### src/rtl/uart_pkg.sv
// uart_pkg: shared state types and frame constants for the UART message streamer.
// Frame length follows the UART_MSG_PARITY_EN macro (8N1 when undefined, 8E1 when defined).
package uart_pkg;

  typedef enum logic [2:0] {
    ST_IDLE,
    ST_LOAD,
    ST_START,
    ST_DATA,
    ST_PARITY,
    ST_STOP,
    ST_GAP
  } uart_tx_state_t;

  // Streamer-level phases; the frame itself is sequenced inside uart_tx_core.
  typedef enum logic [1:0] {
    MSG_IDLE,
    MSG_LOAD,
    MSG_FRAME,
    MSG_GAP
  } msg_phase_t;

  localparam int UART_DATA_BITS = 8;
`ifdef UART_MSG_PARITY_EN
  localparam int UART_FRAME_BITS = 11;
`else
  localparam int UART_FRAME_BITS = 10;
`endif
  localparam int UART_DEFAULT_CLK_DIV = 1250;

endpackage

### src/rtl/uart_tx_core.sv
// uart_tx_core: baud timer, shift register and START/DATA/[PARITY]/STOP sequencing.
// Takes one byte per i_valid while idle; PARITY stage exists only with UART_MSG_PARITY_EN.
module uart_tx_core
  import uart_pkg::*;
#(
  parameter int CLK_DIV = UART_DEFAULT_CLK_DIV
) (
  input  logic       clk,
  input  logic       rst_n,
  input  logic       i_abort,
  input  logic       i_valid,
  input  logic [7:0] i_byte,
  output logic       o_tx,
  output logic       o_done,
  output logic       o_done_next
);

  localparam int               CNT_W    = (CLK_DIV > 1) ? $clog2(CLK_DIV) : 1;
  localparam logic [CNT_W-1:0] CNT_LAST = CNT_W'(CLK_DIV - 1);
  localparam logic [CNT_W-1:0] CNT_PRE  = CNT_W'(CLK_DIV - 2);

  uart_tx_state_t            r_state;
  logic [CNT_W-1:0]          r_cnt;
  logic [2:0]                r_bit;
  logic [UART_DATA_BITS-1:0] r_shift;
  logic                      r_tx;
  logic                      r_done;
`ifdef UART_MSG_PARITY_EN
  logic                      r_parity;
`endif
  logic                      w_tick;

  assign w_tick = (r_cnt == CNT_LAST);
  // One cycle ahead of the last STOP cycle, so done pulses can be registered.
  assign o_done_next = (r_state == ST_STOP) && (r_cnt == CNT_PRE);

  always_ff @(posedge clk) begin
    // NOTE: sequential state uses non-blocking assignments so every register samples pre-edge values.
    if (!rst_n || i_abort) begin
      r_state <= ST_IDLE;
      r_cnt   <= '0;
      r_bit   <= '0;
      r_tx    <= 1'b1;
      r_done  <= 1'b0;
    end else begin
      r_done <= o_done_next;
      if (r_state == ST_IDLE || w_tick) r_cnt <= '0;
      else                              r_cnt <= r_cnt + CNT_W'(1);

      case (r_state)
        ST_IDLE: if (i_valid) begin
          r_shift <= i_byte;
`ifdef UART_MSG_PARITY_EN
          r_parity <= ^i_byte;
`endif
          r_tx    <= 1'b0;
          r_state <= ST_START;
        end
        ST_START: if (w_tick) begin
          r_tx    <= r_shift[0];
          r_shift <= r_shift >> 1;
          r_bit   <= '0;
          r_state <= ST_DATA;
        end
        ST_DATA: if (w_tick) begin
          if (r_bit == 3'(UART_DATA_BITS - 1)) begin
`ifdef UART_MSG_PARITY_EN
            r_tx    <= r_parity;
            r_state <= ST_PARITY;
`else
            r_tx    <= 1'b1;
            r_state <= ST_STOP;
`endif
          end else begin
            r_tx    <= r_shift[0];
            r_shift <= r_shift >> 1;
            r_bit   <= r_bit + 3'(1);
          end
        end
`ifdef UART_MSG_PARITY_EN
        ST_PARITY: if (w_tick) begin
          r_tx    <= 1'b1;
          r_state <= ST_STOP;
        end
`endif
        ST_STOP: if (w_tick) r_state <= ST_IDLE;
        default: r_state <= ST_IDLE;
      endcase
    end
  end

  assign o_tx   = r_tx;
  assign o_done = r_done;

endmodule

### src/rtl/uart_msg_streamer.sv
// uart_msg_streamer: streams a writable byte buffer as UART frames, once or looped with a gap.
// Optional even parity via UART_MSG_PARITY_EN (handled in uart_tx_core).
module uart_msg_streamer
  import uart_pkg::*;
#(
  parameter int CLK_DIV   = UART_DEFAULT_CLK_DIV,
  parameter int MSG_DEPTH = 16,
  parameter int GAP_BITS  = 4,
  parameter int ADDR_W    = $clog2(MSG_DEPTH)
) (
  input  logic              clk,
  input  logic              rst_n,
  input  logic              wr_en,
  input  logic [ADDR_W-1:0] wr_addr,
  input  logic [7:0]        wr_data,
  input  logic [ADDR_W:0]   msg_len,
  input  logic              start,
  input  logic              loop,
  input  logic              abort,
  output logic              tx,
  output logic              busy,
  output logic              char_done,
  output logic              msg_done,
  output logic [ADDR_W-1:0] cur_idx
);

  localparam int                CNT_W    = (CLK_DIV > 1) ? $clog2(CLK_DIV) : 1;
  localparam logic [CNT_W-1:0]  CNT_LAST = CNT_W'(CLK_DIV - 1);
  localparam int                GAP_W    = (GAP_BITS > 1) ? $clog2(GAP_BITS) : 1;
  localparam logic [GAP_W-1:0]  GAP_LAST = GAP_W'((GAP_BITS > 0) ? GAP_BITS - 1 : 0);
  localparam logic [ADDR_W:0]   LEN_MAX  = (ADDR_W + 1)'(MSG_DEPTH);

  logic [7:0]        r_mem [MSG_DEPTH];
  msg_phase_t        r_phase;
  logic [ADDR_W:0]   r_len;
  logic [ADDR_W-1:0] r_idx;
  logic [CNT_W-1:0]  r_baud_cnt;
  logic [GAP_W-1:0]  r_gap_bits;
  logic              r_busy;
  logic              r_msg_done;

  logic              w_load;
  logic              w_last;
  logic              w_char_done;
  logic              w_done_next;
  logic [7:0]        w_load_byte;

  // NOTE: the message buffer has no reset so it maps onto plain RAM; its contents survive rst_n.
  always_ff @(posedge clk) begin
    if (wr_en) r_mem[wr_addr] <= wr_data;
  end

  // Read before this edge's write lands, so a same-address write reaches LOAD one message late.
  assign w_load      = (r_phase == MSG_LOAD);
  assign w_load_byte = r_mem[r_idx];
  assign w_last      = ({1'b0, r_idx} + (ADDR_W + 1)'(1)) >= r_len;

  uart_tx_core #(
    .CLK_DIV (CLK_DIV)
  ) u_core (
    .clk         (clk),
    .rst_n       (rst_n),
    .i_abort     (abort),
    .i_valid     (w_load),
    .i_byte      (w_load_byte),
    .o_tx        (tx),
    .o_done      (w_char_done),
    .o_done_next (w_done_next)
  );

  always_ff @(posedge clk) begin
    if (!rst_n || abort) begin
      r_phase    <= MSG_IDLE;
      r_len      <= '0;
      r_idx      <= '0;
      r_baud_cnt <= '0;
      r_gap_bits <= '0;
      r_busy     <= 1'b0;
      r_msg_done <= 1'b0;
    end else begin
      r_msg_done <= w_done_next && w_last;
      case (r_phase)
        MSG_IDLE: if (start && msg_len != '0) begin
          r_len   <= (msg_len > LEN_MAX) ? LEN_MAX : msg_len;
          r_idx   <= '0;
          r_busy  <= 1'b1;
          r_phase <= MSG_LOAD;
        end
        MSG_LOAD: r_phase <= MSG_FRAME;
        MSG_FRAME: if (w_char_done) begin
          if (!w_last) begin
            r_idx   <= r_idx + ADDR_W'(1);
            r_phase <= MSG_LOAD;
          end else begin
            r_idx <= '0;
            if (!loop) begin
              r_busy  <= 1'b0;
              r_phase <= MSG_IDLE;
            end else if (GAP_BITS == 0) begin
              r_phase <= MSG_LOAD;
            end else begin
              r_baud_cnt <= '0;
              r_gap_bits <= '0;
              r_phase    <= MSG_GAP;
            end
          end
        end
        MSG_GAP: if (r_baud_cnt == CNT_LAST) begin
          r_baud_cnt <= '0;
          if (r_gap_bits == GAP_LAST) r_phase <= MSG_LOAD;
          else                        r_gap_bits <= r_gap_bits + GAP_W'(1);
        end else begin
          r_baud_cnt <= r_baud_cnt + CNT_W'(1);
        end
        default: r_phase <= MSG_IDLE;
      endcase
    end
  end

  assign busy      = r_busy;
  assign char_done = w_char_done;
  assign msg_done  = r_msg_done;
  assign cur_idx   = r_idx;

endmodule

### config.mk
export PLATFORM = sky130hd
export DESIGN_NAME = uart_msg_streamer
export DESIGN_NICKNAME = d
export VERILOG_FILES = /design/src/rtl/uart_pkg.sv /design/src/rtl/uart_tx_core.sv /design/src/rtl/uart_msg_streamer.sv
export SDC_FILE = /design/constraint.sdc
export NUM_CORES = 1
export LEC_CHECK = 0
export BUFFER_PORTS_ARGS = -buffer_cell sky130_fd_sc_hd__buf_2
export CAP_MARGIN = 40
export CORE_ASPECT_RATIO = 1.4
export CORE_UTILIZATION = 40
export DETAILED_ROUTE_END_ITERATION = 7
export GPL_ROUTABILITY_DRIVEN = 0
export PLACE_DENSITY = 0.6
export SYNTH_ARGS = -nofsm -noshare
export SYNTH_HDL_FRONTEND = slang
export SYNTH_SLANG_ARGS = --single-unit
### constraint.sdc
create_clock -name clk -period 6.2 [get_ports clk]
set_clock_uncertainty 0.05 [all_clocks]
set_input_delay 0.93 -clock clk [delete_from_list [all_inputs] [get_ports clk]]
set_output_delay 0.93 -clock clk [all_outputs]
set_load 0.02 [all_outputs]
== Word-level counts from Yosys, hierarchy flattened ==
Memories as Yosys holds them, arrays and structs flattened. A register that Yosys moved wholly into a read port is not among the register bits.
Index checks and enable logic that the tools add are counted.
Widths: inputs -> output; s select.
Storage, ports and cells
  flip-flop bits (word level): 53
  logic and storage cells: 123
  memories: 1
  memory bits (writable): 128
Memories
  r_mem: depth 16, width 8, rd ports 1, clocked after memory_dff 1, wr ports 1, line uart_msg_streamer.sv:33  | logic [7:0] r_mem [MSG_DEPTH];
Cells by class
  bitwise operators: 1
  $add $sub $neg: 6
  reductions and logical operators: 24
  magnitude comparators: 2
  mux-type cells: 51
  equality and inequality tests: 25
Operator list (number)
  $mux 11: 4
  $eq 11x11->1 const B: 3
  $mux 8: 4
  $pmux 8 s3: 1
  $add 11x1->11 const B: 2
  $mux 2: 11
  $pmux 11 s2: 1
  $mux 3: 7
  $mux 4: 5
  $ne 2x2->1 const B: 8
  $reduce_and 4->1: 4
  $ne 2x1->1 const B: 6
  $pmux 3 s4: 1
  $reduce_and 6->1: 2
  $mux 1: 10
  $reduce_and 5->1: 2
  $pmux 2 s4: 1
  $pmux 4 s2: 1
  $eq 2x2->1 const B: 3
  $eq 3x2->1 const B: 2
  $eq 3x3->1 const B: 2
  $pmux 3 s2: 1
  $reduce_bool 2->1: 3
  $add 4x1->5 const B: 1
  21 further kinds: 24

== Longest topological paths before layout ==
Gate-level depths: netlist (run 1).
  depth after elaboration: 7
  gate-level depth with buffers: 10
  gate-level depth less buffers: 8

== Hierarchy ==
Synthesis (run 1) repeated with hierarchy kept, for this count alone.
Second synthesis, totals
  cell total of the unflattened synthesis: 535
  area, all modules: 7978.9 um2
By module, submodules not included
  uart_msg_streamer: cells an instance 398, instances 1, seq. area each 4444.3 um2, area an instance 6685.2 um2
  uart_tx_core: cells an instance 137, instances 1, seq. area each 620.6 um2, area an instance 1293.7 um2

== Worst setup path before layout (run 1) ==
Ideal clock, no wire load.
  kind: input to register
  start: in abort
  end: reg u_core.r_shift[0], enable pin
  cell stages on the path: 3
  library setup time: 0.419 ns
  slack: 3.160 ns
  required time: 5.731 ns
  data arrival time: 2.570 ns
  path through: nand2b_1 > clkbuf_1 > a2111oi_0
On the way
  word-level cells in the longest chain between the ends: 3
RTL lines
  start, declared: line uart_msg_streamer.sv:19  | input logic abort,
  $logic_or 1x1->1: line uart_tx_core.sv:39  | if (!rst_n || i_abort) begin
  $not 1->1 (no source line)
  $reduce_and 6->1 (no source line)
  end signal, assigned: line uart_tx_core.sv:52  | r_shift <= i_byte;
  end signal, assigned: line uart_tx_core.sv:61  | r_shift <= r_shift >> 1;
  end signal, assigned: line uart_tx_core.sv:76  | r_shift <= r_shift >> 1;
  end, declared: line uart_tx_core.sv:25  | logic [UART_DATA_BITS-1:0] r_shift;
Every way passes these cells.
A chain may end at the register's enable or synchronous reset.

== Worst setup path after layout (run 1) ==
  start: reg r_idx[0] (netlist: cur_idx[0])
  end: reg r_baud_cnt[7]
On the way
  word-level cells in the longest chain between the ends: 4
RTL lines
  start, declared: line uart_msg_streamer.sv:36  | logic [ADDR_W-1:0] r_idx;
  start signal, assigned: line uart_msg_streamer.sv:92  | r_idx <= r_idx + ADDR_W'(1);
  $add 4x1->5: line uart_msg_streamer.sv:56  | assign w_last = ({1'b0, r_idx} + (ADDR_W + 1)'(1)) >= r_len;
  $ge 5x5->1: line uart_msg_streamer.sv:56
  $ne 2x2->1 (no source line)
  $reduce_and 4->1 (no source line)
  end signal, assigned: line uart_msg_streamer.sv:113  | r_baud_cnt <= r_baud_cnt + CNT_W'(1);
  end, declared: line uart_msg_streamer.sv:37  | logic [CNT_W-1:0] r_baud_cnt;
Every way passes these cells.

==> results of run 1 <==
## routing by layer
metal / vias to the layer above / track usage / part of all wire
met4: 0 / 0.04402 / 0.0086
li1: 2149 / - / -
met5: - / 0 / 0
met2: 79 / 0.2964 / 0.56
met1: 2297 / 0.1781 / 0.40
met3: 12 / 0.03440 / 0.030
## area by class of cell
cell class,count,area share
Sequential cell,185,0.5733
Multi-Input combinational cell,311,0.2893
Clock buffer,17,0.04814
Tap cell,248,0.03511
Timing Repair Buffer,47,0.03115
Clock inverter,15,0.01756
Inverter,13,0.005522
## flip-flops by register name (all words and copies together), names as in the netlist, named ones only
name	cells
r_gap_bits	2
msg_done	1
u_core.r_state	3
u_core.o_tx	1
r_mem	128
r_baud_cnt	11
r_len	5
r_phase	2
u_core.r_shift	8
u_core.r_bit	3
cur_idx	4
busy	1
u_core.o_done	1
u_core.r_cnt	11
## power by group through the flow
stage	clock (mW)	sequential, mW	combinational (mW)
6_report	1.06	1.35	0.0736
5_1_grt	1.13	1.35	0.0812
4_1_cts	1.08	1.35	0.0746
3_5_place_dp	0	1.38	0.0745
3_3_place_gp	0	1.38	0.0696
2_1_floorplan	0	1.38	0.0381
## Yosys cell counts (all sizes together), types with 2 or more instances
cell / count / share of area
or3: 9 / 0.0072
o22ai: 9 / 0.0072
nor2b: 13 / 0.010
nor3: 9 / 0.0058
mux4: 33 / 0.10
and3: 7 / 0.0056
nand3: 21 / 0.013
o31ai: 3 / 0.0029
edfxtp: 136 / 0.52
and2: 3 / 0.0024
ha: 18 / 0.029
clkbuf: 8 / 0.0038
xor2: 9 / 0.010
nand2b: 7 / 0.0056
xnor2: 3 / 0.0034
or2b: 2 / 0.0021
dfxtp: 49 / 0.13
and4: 2 / 0.0022
inv: 13 / 0.0063
buf: 12 / 0.013
or4: 3 / 0.0029
a31oi: 2 / 0.0016
o311ai: 2 / 0.0032
nand2: 23 / 0.011
a211oi: 12 / 0.012
dlygate4sd1: 2 / 0.0022
nand3b: 3 / 0.0029
nand4b: 5 / 0.0056
nor2: 43 / 0.021
mux2: 7 / 0.010
o21ai: 18 / 0.012
nand4: 7 / 0.0056
a21oi: 24 / 0.015
## worst min-delay path, stage by stage (launching register included)
cell                      delay, ns
sky130_fd_sc_hd__dfxtp_1       0.31
sky130_fd_sc_hd__nand2_1       0.05
sky130_fd_sc_hd__a21oi_1       0.05
## final timing paths
| kind | startpoint | endpoint | slack (ns) |
|---|---|---|---|
| min reg2reg | r_len[2] | r_len[2] | 0.41 |
| min | r_len[2] | r_len[2] | 0.41 |
| max | cur_idx[0] | r_baud_cnt[7] | 3.58 |
| max reg2reg | cur_idx[0] | r_baud_cnt[7] | 3.58 |
## cells by family (layout without fill, tap and decap cells)
family / count (synthesis) / in the layout / share of synthesized area
XOR/XNOR: 12 / 12 / 0.01347
AO/OA/AOI/OAI: 79 / 79 / 0.06334
buffers and inverters: 35 / 92 / 0.02549
adder cells (fa/ha/maj): 18 / 18 / 0.02886
flip-flops: 185 / 185 / 0.6490
multiplexers: 40 / 40 / 0.1111
AND/OR/NAND/NOR: 162 / 162 / 0.1087
## per-stage QoR
stage                     worst slack [ns]  utilization  area [sq um]  hold WS [ns]  std cells
final                                3.585       0.4616          8837        0.4130        836
after global routing                 3.418       0.4616          8837        0.4324        836
after global placement               3.409       0.4279          8192        0.3930        795
after detailed placement             3.307       0.4310          8252        0.4039        803
after CTS                            3.509       0.4614          8832        0.4138        835
after floorplan                      3.160            -          7804        0.3819        531
==> impl_table.tex, run 1 <==
\begin{tabular}{lr}
\hline
Metric & Value \\
\hline
\multicolumn{2}{l}{\textbf{Floorplanning}} \\
\quad Die footprint & 20080 sq um \\
\quad Number of top-level pins & 31 \\
\quad Die X & between 100 and 150 microns \\
\quad Core ar. & between 15000 and 20000 sq um \\
\quad Initial standard-cell utilization of the core & 0.4076 \\
\quad Die span in y & 167.3 microns \\
\quad Site Rows & 60 \\
\multicolumn{2}{l}{\textbf{Pwr}} \\
\quad Cell internal power dissipation & roughly 1.9 mW \\
\quad Power density normalized to cell area & 280.9 nW/um\^{}2 \\
\quad Static leakage & between 2 and 3 nW \\
\quad Proportion of power drawn by flip-flops and latches & 0.545 \\
\quad Switch Pwr & 0.5429 mW \\
\quad Final Power & 2.483 mW \\
\quad Combinational fraction of design power & 0.030 \\
\quad Clock share of power & 0.426 \\
\quad Switching power share of the total & 0.2187 \\
\quad Maximum VDD drop & $\sim$0.00017 V \\
\multicolumn{2}{l}{\textbf{CTS}} \\
\quad Clock latency at the later pin of the worst-skew pair & 0.43 ns \\
\quad CTS clk-pin slew, worst paths & about 0.070 ns \\
\quad Cts repair resizes & 0 \\
\quad Post-CTS Hold Buffers & 0 \\
\quad Clock buffers created by TritonCTS & 17 \\
\quad Cell at the root of the clock tree & sky130\_fd\_sc\_hd\_\_clkbuf\_16 \\
\quad TritonCTS Sinks & 185 \\
\quad CTS tree & yes \\
\quad Number of H-tree branching levels & 4 \\
\quad Maximum clock path buffer count & 2 \\
\quad Setup bufs post-CTS & 0 \\
\multicolumn{2}{l}{\textbf{Routing}} \\
\quad DRC Markers & 0 \\
\quad Routed len/inst & 18.10 microns \\
\quad Iteration count of the initial detailed-routing pass & 4 \\
\quad Total via count in the routed design & 4537 \\
\quad Total routed wirelength & 15140 microns \\
\quad Count of nets left with antenna violations after detail routing & 0 \\
\quad Vias/cell & 5.427 \\
\quad Iteration-0 DRC count of the detailed router & 301 \\
\multicolumn{2}{l}{\textbf{Timing}} \\
\quad Worst-margin pin slew & 0.8884 ns \\
\quad Highest clock rate & between 0.3 and 0.4 GHz \\
\quad Accumulated negative setup slack & 0 ns \\
\quad Final max-slew violation count & 0 \\
\quad Rel. slew slack & 0.4045 \\
\quad RSZ-0062 raised after global routing & false \\
\quad Count of endpoints failing setup in the final report & 0 \\
\quad Number of hold-slack violations in the final timing report & 0 \\
\quad Period Utilization, post-route & 0.4218 \\
\quad Final min period & 2.615 ns \\
\multicolumn{2}{l}{\textbf{Synth}} \\
\quad Number of flops mapped to enable cells by yosys & 136 \\
\quad Post-synthesis cell count & 531 \\
\quad Distinct cell type count of the synthesized netlist & 55 \\
\quad Per-instance average area after synthesis & roughly 15 sq um \\
\quad Yosys Warn Count & 0 \\
\quad Sequential area share after synthesis & 0.6490 \\
\quad Fraction of registers with async set or reset after synthesis & 0 \\
\quad Most used DFF post-synth & sky130\_fd\_sc\_hd\_\_edfxtp\_1 \\
\quad Register bit count reported by yosys & 185 \\
\quad Post-Syn Area & 7804 sq um \\
\quad Synthesized netlist net count & 572 \\
\multicolumn{2}{l}{\textbf{Global route}} \\
\quad Via count of the first global-routing pass & 4654 \\
\quad Overall routing resource usage & 0.1585 \\
\quad Initial antenna violation count & 0 \\
\quad GRT Residual Overflow & 0 \\
\quad Largest net degree at the start of global routing & 33 \\
\quad Global-route wire length before repair & 24140 microns \\
\multicolumn{2}{l}{\textbf{Setup path}} \\
\quad Worst path max stage delay & 0.52 ns \\
\quad Crit path top cell by count & sky130\_fd\_sc\_hd\_\_a21oi\_1 \\
\quad Total buffers and inverters traversed by the critical path & 1 \\
\quad CP cell instances & ha\_1 > and3\_1 > ha\_1 > a21oi\_1 > o32ai\_1 > a21oi\_1 > buf\_4 > or4\_1 > a21oi\_1 \\
\quad Register-to-Register Path Depth & 9 \\
\quad CP Data Arrival Time & $\sim$2.9 ns \\
\quad Kind of capture point of the worst setup path & flip-flop \\
\quad Critical path depth in cells & 9 \\
\quad Crit path launch type & flip-flop \\
\quad Critical path's top delay family & simple AND/OR/NAND/NOR gates \\
\quad Worst Path Required & 6.50 ns \\
\quad Largest fanout on the critical path & 24 \\
\quad Critical-path cell with the highest stage delay & sky130\_fd\_sc\_hd\_\_or4\_1 \\
\quad Crit Path Category & flip-flop to flip-flop \\
\multicolumn{2}{l}{\textbf{Finish}} \\
\quad Leading cell type in the layout, fill and taps excluded & sky130\_fd\_sc\_hd\_\_edfxtp\_1 \\
\quad Fraction of layout instances using a drive strength above 1 & 0.1939 \\
\quad Commonest cells after routing, fill and taps aside & 136 x sky130\_fd\_sc\_hd\_\_edfxtp\_1, 48 x sky130\_fd\_sc\_hd\_\_dfxtp\_1, 43 x sky130\_fd\_sc\_hd\_\_nor2\_1, 31 x sky130\_fd\_sc\_hd\_\_buf\_2, 24 x sky130\_fd\_sc\_hd\_\_a21oi\_1 \\
\quad Number of filler instances in the final layout & 1703 \\
\quad Area Overhead vs Synth & 13.24\% \\
\quad Area of all sequential standard cells & 5066 sq um \\
\quad Antenna diode count & 0 \\
\quad Post-layout nets & 616 \\
\quad Multi-input gate area & between 2000 and 3000 sq um \\
\multicolumn{2}{l}{\textbf{Placed design}} \\
\quad Number of input and output port buffers inserted & 30 \\
\quad Final HPWL DP & 10530 microns \\
\multicolumn{2}{l}{\textbf{Flow run}} \\
\quad \# Max-Cap Violations & 0 \\
\multicolumn{2}{l}{\textbf{Outcome}} \\
\quad Result of the run & completed \\
\multicolumn{2}{l}{\textbf{Hold path}} \\
\quad HP Class & flip-flop to flip-flop \\
\quad Cell depth of the worst hold path & 2 \\
\hline
\end{tabular}
Power figures use the tool's default switching activity.
==> run 2, diff against run 1 <==
- clock period: 6.2 -> 2.5 ns (I/O delays scaled with it)
==> impl_table.tex, run 2 (same netlist as run 1, synthesis figures left out) <==
\begin{tabular}{lr}
\hline
Metric & Value \\
\hline
\multicolumn{2}{l}{\textbf{Pwr}} \\
\quad Power density normalized to cell area & 683.4 nW/um\^{}2 (+140\%) \\
\quad Clock share of power & 0.429 (+0.003) \\
\quad Combinational fraction of design power & 0.032 (+0.002) \\
\quad Static leakage & 3.032 nW (+4.5\%) \\
\quad Switch Pwr & 1.449 mW (+170\%) \\
\quad Cell internal power dissipation & 4.758 mW (+150\%) \\
\quad Proportion of power drawn by flip-flops and latches & 0.540 (-0.005) \\
\quad Final Power & 6.208 mW (+150\%) \\
\quad Maximum VDD drop & 0.0004735 V (+170\%) \\
\quad Switching power share of the total & 0.2335 (+0.01481) \\
\multicolumn{2}{l}{\textbf{Finish}} \\
\quad Flip-flop count of the largest register after layout & 128 (unchanged) \\
\quad End-of-flow core utilization & 0.4745 (+0.01288) \\
\quad Number of filler instances in the final layout & 1672 (-1.8\%) \\
\quad Commonest cells after routing, fill and taps aside & 136 x sky130\_fd\_sc\_hd\_\_edfxtp\_1, 48 x sky130\_fd\_sc\_hd\_\_dfxtp\_1, 43 x sky130\_fd\_sc\_hd\_\_nor2\_1, 36 x sky130\_fd\_sc\_hd\_\_buf\_4, 30 x sky130\_fd\_sc\_hd\_\_buf\_2 \\
\quad Biggest registers after layout & r\_mem: 128 flops, r\_baud\_cnt: 11 flops, u\_core.r\_cnt: 11 flops \\
\quad Area of all sequential standard cells & 5066 sq um (unchanged) \\
\quad Fraction of layout instances using a drive strength above 1 & 0.2365 (+0.04258) \\
\quad Area Overhead vs Synth & 16.40\% \\
\quad Most flops, register & r\_mem \\
\quad Multi-input gate area & 2603 sq um (+1.8\%) \\
\quad Post-layout nets & 637 (+3.4\%) \\
\quad Antenna diode count & 0 (unchanged) \\
\quad Leading cell type in the layout, fill and taps excluded & sky130\_fd\_sc\_hd\_\_edfxtp\_1 \\
\multicolumn{2}{l}{\textbf{Timing}} \\
\quad Hold Slack & 0.1915 ns (-0.2215 ns) \\
\quad Number of hold-slack violations in the final timing report & 0 (unchanged) \\
\quad Worst-margin pin slew & 0.6195 ns (-0.2689 ns) \\
\quad Accumulated negative setup slack & 0 ns (unchanged) \\
\quad Worst Setup Slack, final & 0.03923 ns (-3.545 ns) \\
\quad Final min period & 2.461 ns (-0.1545 ns) \\
\quad Highest clock rate & 0.4064 GHz (+6.3\%) \\
\quad Count of endpoints failing setup in the final report & 0 (unchanged) \\
\quad Final max-slew violation count & 0 (unchanged) \\
\quad Rel. slew slack & 0.5838 (+0.1793) \\
\quad Period Utilization, post-route & 0.9843 (+0.5625) \\
\multicolumn{2}{l}{\textbf{Global route}} \\
\quad GRT Residual Overflow & 0 (unchanged) \\
\quad Initial antenna violation count & 0 (unchanged) \\
\quad Via count of the first global-routing pass & 4752 (+2.1\%) \\
\quad Largest net degree at the start of global routing & 30 (-9.1\%) \\
\quad Global-route wire length before repair & 24810 microns (+2.8\%) \\
\quad Overall routing resource usage & 0.1637 (+0.005253) \\
\multicolumn{2}{l}{\textbf{Floorplanning}} \\
\quad Die footprint & 20080 sq um (unchanged) \\
\quad Number of top-level pins & 31 (unchanged) \\
\quad Site Rows & 60 (unchanged) \\
\quad Die span in y & 167.3 microns (unchanged) \\
\quad Initial standard-cell utilization of the core & 0.4076 (unchanged) \\
\quad Die X & 120.0 microns (unchanged) \\
\quad Core ar. & 19140 sq um (unchanged) \\
\multicolumn{2}{l}{\textbf{Flow run}} \\
\quad \# Max-Cap Violations & 0 (unchanged) \\
\multicolumn{2}{l}{\textbf{CTS}} \\
\quad Clock latency at the later pin of the worst-skew pair & 0.44 ns (about the same) \\
\quad Cell at the root of the clock tree & sky130\_fd\_sc\_hd\_\_clkbuf\_16 \\
\quad TritonCTS Sinks & 185 (unchanged) \\
\quad Maximum clock path buffer count & 2 (unchanged) \\
\quad CTS tree & yes \\
\quad Clock buffers created by TritonCTS & 17 (unchanged) \\
\quad Post-CTS Hold Buffers & 0 (unchanged) \\
\quad CTS clk-pin slew, worst paths & 0.08 ns (about the same) \\
\quad Number of H-tree branching levels & 4 (unchanged) \\
\multicolumn{2}{l}{\textbf{Routing}} \\
\quad Count of nets left with antenna violations after detail routing & 0 (unchanged) \\
\quad Vias/cell & 5.424 (about the same) \\
\quad Total routed wirelength & 15660 microns (+3.4\%) \\
\quad Routed len/inst & 18.27 microns (+0.91\%) \\
\quad Iteration-0 DRC count of the detailed router & 226 (-25\%) \\
\quad DRC Markers & 0 (unchanged) \\
\quad Total via count in the routed design & 4648 (+2.4\%) \\
\quad Iteration count of the initial detailed-routing pass & 4 (unchanged) \\
\multicolumn{2}{l}{\textbf{Setup path}} \\
\quad CP Data Arrival Time & 2.78 ns (-0.13 ns) \\
\quad R2r setup slk & 0.04 ns (-3.55 ns) \\
\quad Kind of capture point of the worst setup path & flip-flop \\
\quad Crit path launch type & flip-flop \\
\quad Largest fanout on the critical path & 10 (-58\%) \\
\quad Crit Path Category & flip-flop to flip-flop \\
\quad Worst Path Required & 2.82 ns (-3.68 ns) \\
\multicolumn{2}{l}{\textbf{Placed design}} \\
\quad Number of input and output port buffers inserted & 30 (unchanged) \\
\quad Post-Place Worst Slack & 0.06312 ns (-3.244 ns) \\
\quad Final HPWL DP & 10670 microns (+1.3\%) \\
\multicolumn{2}{l}{\textbf{Outcome}} \\
\quad Result of the run & completed \\
\multicolumn{2}{l}{\textbf{Hold path}} \\
\quad HP Class & input pin to flip-flop \\
\hline
\end{tabular}
run 2: cell types whose count changed in the layout (fill, tap and decap cells not counted), moves of 2 or more:
cell                       delta
sky130_fd_sc_hd__buf_12       +2
sky130_fd_sc_hd__a21oi_1      -4
sky130_fd_sc_hd__clkinv_8     +3
sky130_fd_sc_hd__buf_4       +20
sky130_fd_sc_hd__a21oi_2      +4
sky130_fd_sc_hd__inv_8        +3
sky130_fd_sc_hd__inv_6        -2
run 2: routing by layer:
metal	GRT usage	vias to the layer above	wire length, microns
met5	0	-	0
met4	0.05815	0	232
met3	0.03202	21	452
met2	0.3003	72	8663
met1	0.1864	2358	6307
li1	-	2197	-
run 2: final timing paths:
path         startpoint            end  cells past startpoint
max          cur_idx[1]  r_baud_cnt[7]                      9
min          msg_len[4]       r_len[4]                      3
max reg2reg  cur_idx[1]  r_baud_cnt[7]                      9
min reg2reg    r_len[4]       r_len[4]                      2
run 2: power groups by stage:
stage	clock [mW]	sequential (mW)	combinational, mW
finish	2.66	3.35	0.196
global route	2.81	3.36	0.216
CTS	2.70	3.35	0.195
detailed placement	0	3.42	0.195
global placement	0	3.42	0.186
floorplan	0	3.42	0.0954
run 2: repair_timing:
item	in CTS	in global routing
setup buffers	0	3
resized for setup	0	10
setup endpoints to repair	0	8
run 2: metrics by stage:
step                cell area (sq um)  cells
floorplan                        7810    531
global placement                 8409    822
detailed placement               8409    822
CTS                              9005    854
global route                     9084    857
finish                           9084    857
run 2: final cells by class:
cell class,instances,area share
clock buffer,17,0.04683
clock inverter,15,0.01873
inverter,13,0.005372
multi-input combinational,311,0.2865
sequential,185,0.5577
tap,248,0.03416
timing repair buffer,68,0.05069
run 2: worst max-delay path: stages (launching register included):
cell and delay, ns:
sky130_fd_sc_hd__dfxtp_1 0.34, sky130_fd_sc_hd__ha_1 0.23, sky130_fd_sc_hd__and3_1 0.21, sky130_fd_sc_hd__ha_4 0.28, sky130_fd_sc_hd__a21oi_2 0.07, sky130_fd_sc_hd__o32ai_2 0.25, sky130_fd_sc_hd__a21oi_1 0.07, sky130_fd_sc_hd__buf_4 0.17
sky130_fd_sc_hd__or4_1 0.55, sky130_fd_sc_hd__a21oi_2 0.17
==> run 3, diff against run 2 <==
- clock period: 2.5 -> 2.85 ns (I/O delays scaled with it)
==> impl_table.tex, run 3 (same netlist as run 1, synthesis figures left out) <==
\begin{tabular}{lr}
\hline
Metric & Value \\
\hline
\multicolumn{2}{l}{\textbf{Setup path}} \\
\quad Worst Path Required & 3.16 ns (+0.34 ns) \\
\quad Kind of capture point of the worst setup path & flip-flop \\
\quad Largest fanout on the critical path & 24 (+14) \\
\quad Crit Path Category & flip-flop to flip-flop \\
\quad Critical path's top delay family & simple AND/OR/NAND/NOR gates \\
\quad Total buffers and inverters traversed by the critical path & 1 (unchanged) \\
\quad CP Data Arrival Time & 2.90 ns (+0.12 ns) \\
\quad Worst path max stage delay & 0.53 ns (-0.02 ns) \\
\quad CP cell instances & ha\_1 > and3\_1 > ha\_1 > a21oi\_1 > o32ai\_1 > a21oi\_1 > buf\_4 > or4\_1 > a21oi\_1 \\
\quad Crit path launch type & flip-flop \\
\quad Critical-path cell with the highest stage delay & sky130\_fd\_sc\_hd\_\_or4\_1 \\
\quad Crit path top cell by count & sky130\_fd\_sc\_hd\_\_a21oi\_1 \\
\multicolumn{2}{l}{\textbf{Placed design}} \\
\quad Placed inst area & 8314 sq um (-1.1\%) \\
\quad Post-Place Worst Slack & 0.2847 ns (+0.2216 ns) \\
\quad Final HPWL DP & 10420 microns (-2.3\%) \\
\quad Number of input and output port buffers inserted & 30 (unchanged) \\
\multicolumn{2}{l}{\textbf{CTS}} \\
\quad Cell at the root of the clock tree & sky130\_fd\_sc\_hd\_\_clkbuf\_16 \\
\quad Clock latency at the later pin of the worst-skew pair & 0.43 ns (about the same) \\
\quad Clock buffers created by TritonCTS & 17 (unchanged) \\
\quad Maximum clock path buffer count & 2 (unchanged) \\
\quad Number of H-tree branching levels & 4 (unchanged) \\
\quad Setup bufs post-CTS & 0 (unchanged) \\
\quad Cts repair resizes & 0 (unchanged) \\
\quad Post-CTS Hold Buffers & 0 (unchanged) \\
\quad TritonCTS Sinks & 185 (unchanged) \\
\quad CTS tree & yes \\
\quad CTS clk-pin slew, worst paths & 0.07 ns (about the same) \\
\multicolumn{2}{l}{\textbf{Timing}} \\
\quad Hold Slack & 0.2553 ns (+0.06376 ns) \\
\quad Final min period & 2.591 ns (+0.1306 ns) \\
\quad Worst-margin pin slew & 0.8066 ns (+0.1871 ns) \\
\quad Accumulated negative setup slack & 0 ns (unchanged) \\
\quad Rel. slew slack & 0.4603 (-0.1235) \\
\quad Period Utilization, post-route & 0.9093 (-0.07504) \\
\quad Worst Setup Slack, final & 0.2586 ns (+0.2194 ns) \\
\quad Final max-slew violation count & 0 (unchanged) \\
\quad Highest clock rate & 0.3859 GHz (-5.0\%) \\
\quad Number of hold-slack violations in the final timing report & 0 (unchanged) \\
\quad RSZ-0062 raised after global routing & false \\
\quad Count of endpoints failing setup in the final report & 0 (unchanged) \\
\multicolumn{2}{l}{\textbf{Routing}} \\
\quad Iteration-0 DRC count of the detailed router & 267 (+18\%) \\
\quad DRC Markers & 0 (unchanged) \\
\quad Count of nets left with antenna violations after detail routing & 0 (unchanged) \\
\quad Wl on met1 & 5927 microns (-6.0\%) \\
\quad Iteration count of the initial detailed-routing pass & 5 (+1) \\
\quad Total via count in the routed design & 4486 (-3.5\%) \\
\quad Max Used Layer & met4 \\
\quad Met3 wire len & 399 microns (-12\%) \\
\quad Vias/cell & 5.321 (-1.9\%) \\
\quad Met2 wire length & 8429 microns (-2.7\%) \\
\quad Routed len/inst & 17.65 microns (-3.4\%) \\
\quad Total routed wirelength & 14880 microns (-4.9\%) \\
\multicolumn{2}{l}{\textbf{Finish}} \\
\quad Final Cell Area & 8891 sq um (-2.1\%) \\
\quad Antenna diode count & 0 (unchanged) \\
\quad Flip-flop count of the largest register after layout & 128 (unchanged) \\
\quad Number of filler instances in the final layout & 1698 (+1.6\%) \\
\quad Commonest cells after routing, fill and taps aside & 136 x sky130\_fd\_sc\_hd\_\_edfxtp\_1, 48 x sky130\_fd\_sc\_hd\_\_dfxtp\_1, 43 x sky130\_fd\_sc\_hd\_\_nor2\_1, 30 x sky130\_fd\_sc\_hd\_\_buf\_2, 24 x sky130\_fd\_sc\_hd\_\_a21oi\_1 \\
\quad Post-layout nets & 623 (-2.2\%) \\
\quad Biggest registers after layout & r\_mem: 128 flops, r\_baud\_cnt: 11 flops, u\_core.r\_cnt: 11 flops \\
\quad Fraction of layout instances using a drive strength above 1 & 0.2000 (-0.03645) \\
\quad Area Overhead vs Synth & 13.93\% \\
\quad Leading cell type in the layout, fill and taps excluded & sky130\_fd\_sc\_hd\_\_edfxtp\_1 \\
\quad Most flops, register & r\_mem \\
\multicolumn{2}{l}{\textbf{Pwr}} \\
\quad Combinational fraction of design power & 0.030 (-0.002) \\
\quad Static leakage & 2.936 nW (-3.1\%) \\
\quad Switching power share of the total & 0.2251 (-0.008387) \\
\quad Maximum VDD drop & 0.0004492 V (-5.1\%) \\
\quad Power density normalized to cell area & 602.4 nW/um\^{}2 (-12\%) \\
\quad Proportion of power drawn by flip-flops and latches & 0.549 (+0.009) \\
\quad Switch Pwr & 1.206 mW (-17\%) \\
\quad Clock share of power & 0.421 (-0.008) \\
\quad Cell internal power dissipation & 4.150 mW (-13\%) \\
\multicolumn{2}{l}{\textbf{Floorplanning}} \\
\quad Die footprint & 20080 sq um (unchanged) \\
\quad Die span in y & 167.3 microns (unchanged) \\
\quad Number of top-level pins & 31 (unchanged) \\
\quad Core ar. & 19140 sq um (unchanged) \\
\quad Die X & 120.0 microns (unchanged) \\
\quad Site Rows & 60 (unchanged) \\
\quad Initial standard-cell utilization of the core & 0.4076 (unchanged) \\
\multicolumn{2}{l}{\textbf{Global route}} \\
\quad GRT Residual Overflow & 0 (unchanged) \\
\quad Global-route wire length before repair & 24570 microns (-0.98\%) \\
\quad Initial antenna violation count & 0 (unchanged) \\
\quad Via count of the first global-routing pass & 4797 (+0.95\%) \\
\quad Overall routing resource usage & 0.1604 (-0.003347) \\
\quad Largest net degree at the start of global routing & 30 (unchanged) \\
\multicolumn{2}{l}{\textbf{Outcome}} \\
\quad Result of the run & completed \\
\multicolumn{2}{l}{\textbf{Hold path}} \\
\quad HP Class & input pin to flip-flop \\
\multicolumn{2}{l}{\textbf{Flow run}} \\
\quad \# Max-Cap Violations & 0 (unchanged) \\
\hline
\end{tabular}
## run 3: cell types whose count changed in the layout (fill, tap and decap cells not counted), sizes merged
cell / change
clkinvlp: +1
inv: -2
clkinv: +1
buf: -14
## run 3: power by group through the flow
| stage | clock (mW) | sequential (mW) | combinational (mW) |
|---|---|---|---|
| final | 2.25 | 2.94 | 0.161 |
| after CTS | 2.31 | 2.94 | 0.163 |
| after global routing | 2.42 | 2.94 | 0.180 |
| after global placement | 0 | 3.00 | 0.157 |
| after detailed placement | 0 | 3.00 | 0.163 |
| after floorplan | 0 | 3.00 | 0.0831 |
## run 3: worst min-delay path, stage by stage
cell                       delay, ns
sky130_fd_sc_hd__buf_2          0.10
sky130_fd_sc_hd__nand4b_1       0.09
sky130_fd_sc_hd__a21oi_1        0.06
## run 3: per-stage QoR
stage / total power, mW / utilization / std cells
after floorplan: 3.081 / - / 531
after global placement: 3.155 / 0.4343 / 811
after detailed placement: 3.164 / 0.4343 / 811
after CTS: 5.410 / 0.4644 / 843
after global routing: 5.547 / 0.4644 / 843
final: 5.356 / 0.4644 / 843
## run 3: per-layer routing
layer	track usage	vias up
met1	0.1794	2236
met2	0.2969	74
li1	-	2166
met5	0	-
met4	0.05109	0
met3	0.03610	10
## run 3: area by class of cell
class | count | area [sq um] | share of cell area
multi-input combinational | 311 | 2546 | 0.2864
clock buffer | 17 | 425.4 | 0.04785
sequential | 185 | 5066 | 0.5698
timing repair buffer | 54 | 342.8 | 0.03856
inverter | 13 | 48.80 | 0.005488
clock inverter | 15 | 151.4 | 0.01703
tap | 248 | 310.3 | 0.03490
## run 3: final timing paths
kind,start,endpoint,slack [ns],cells after the start
worst max-delay path,cur_idx[0],r_baud_cnt[7],0.26,9
worst min-delay path,msg_len[2],r_len[2],0.26,3
worst max register to register,cur_idx[0],r_baud_cnt[7],0.26,9
worst min register to register,r_len[3],r_len[3],0.41,2
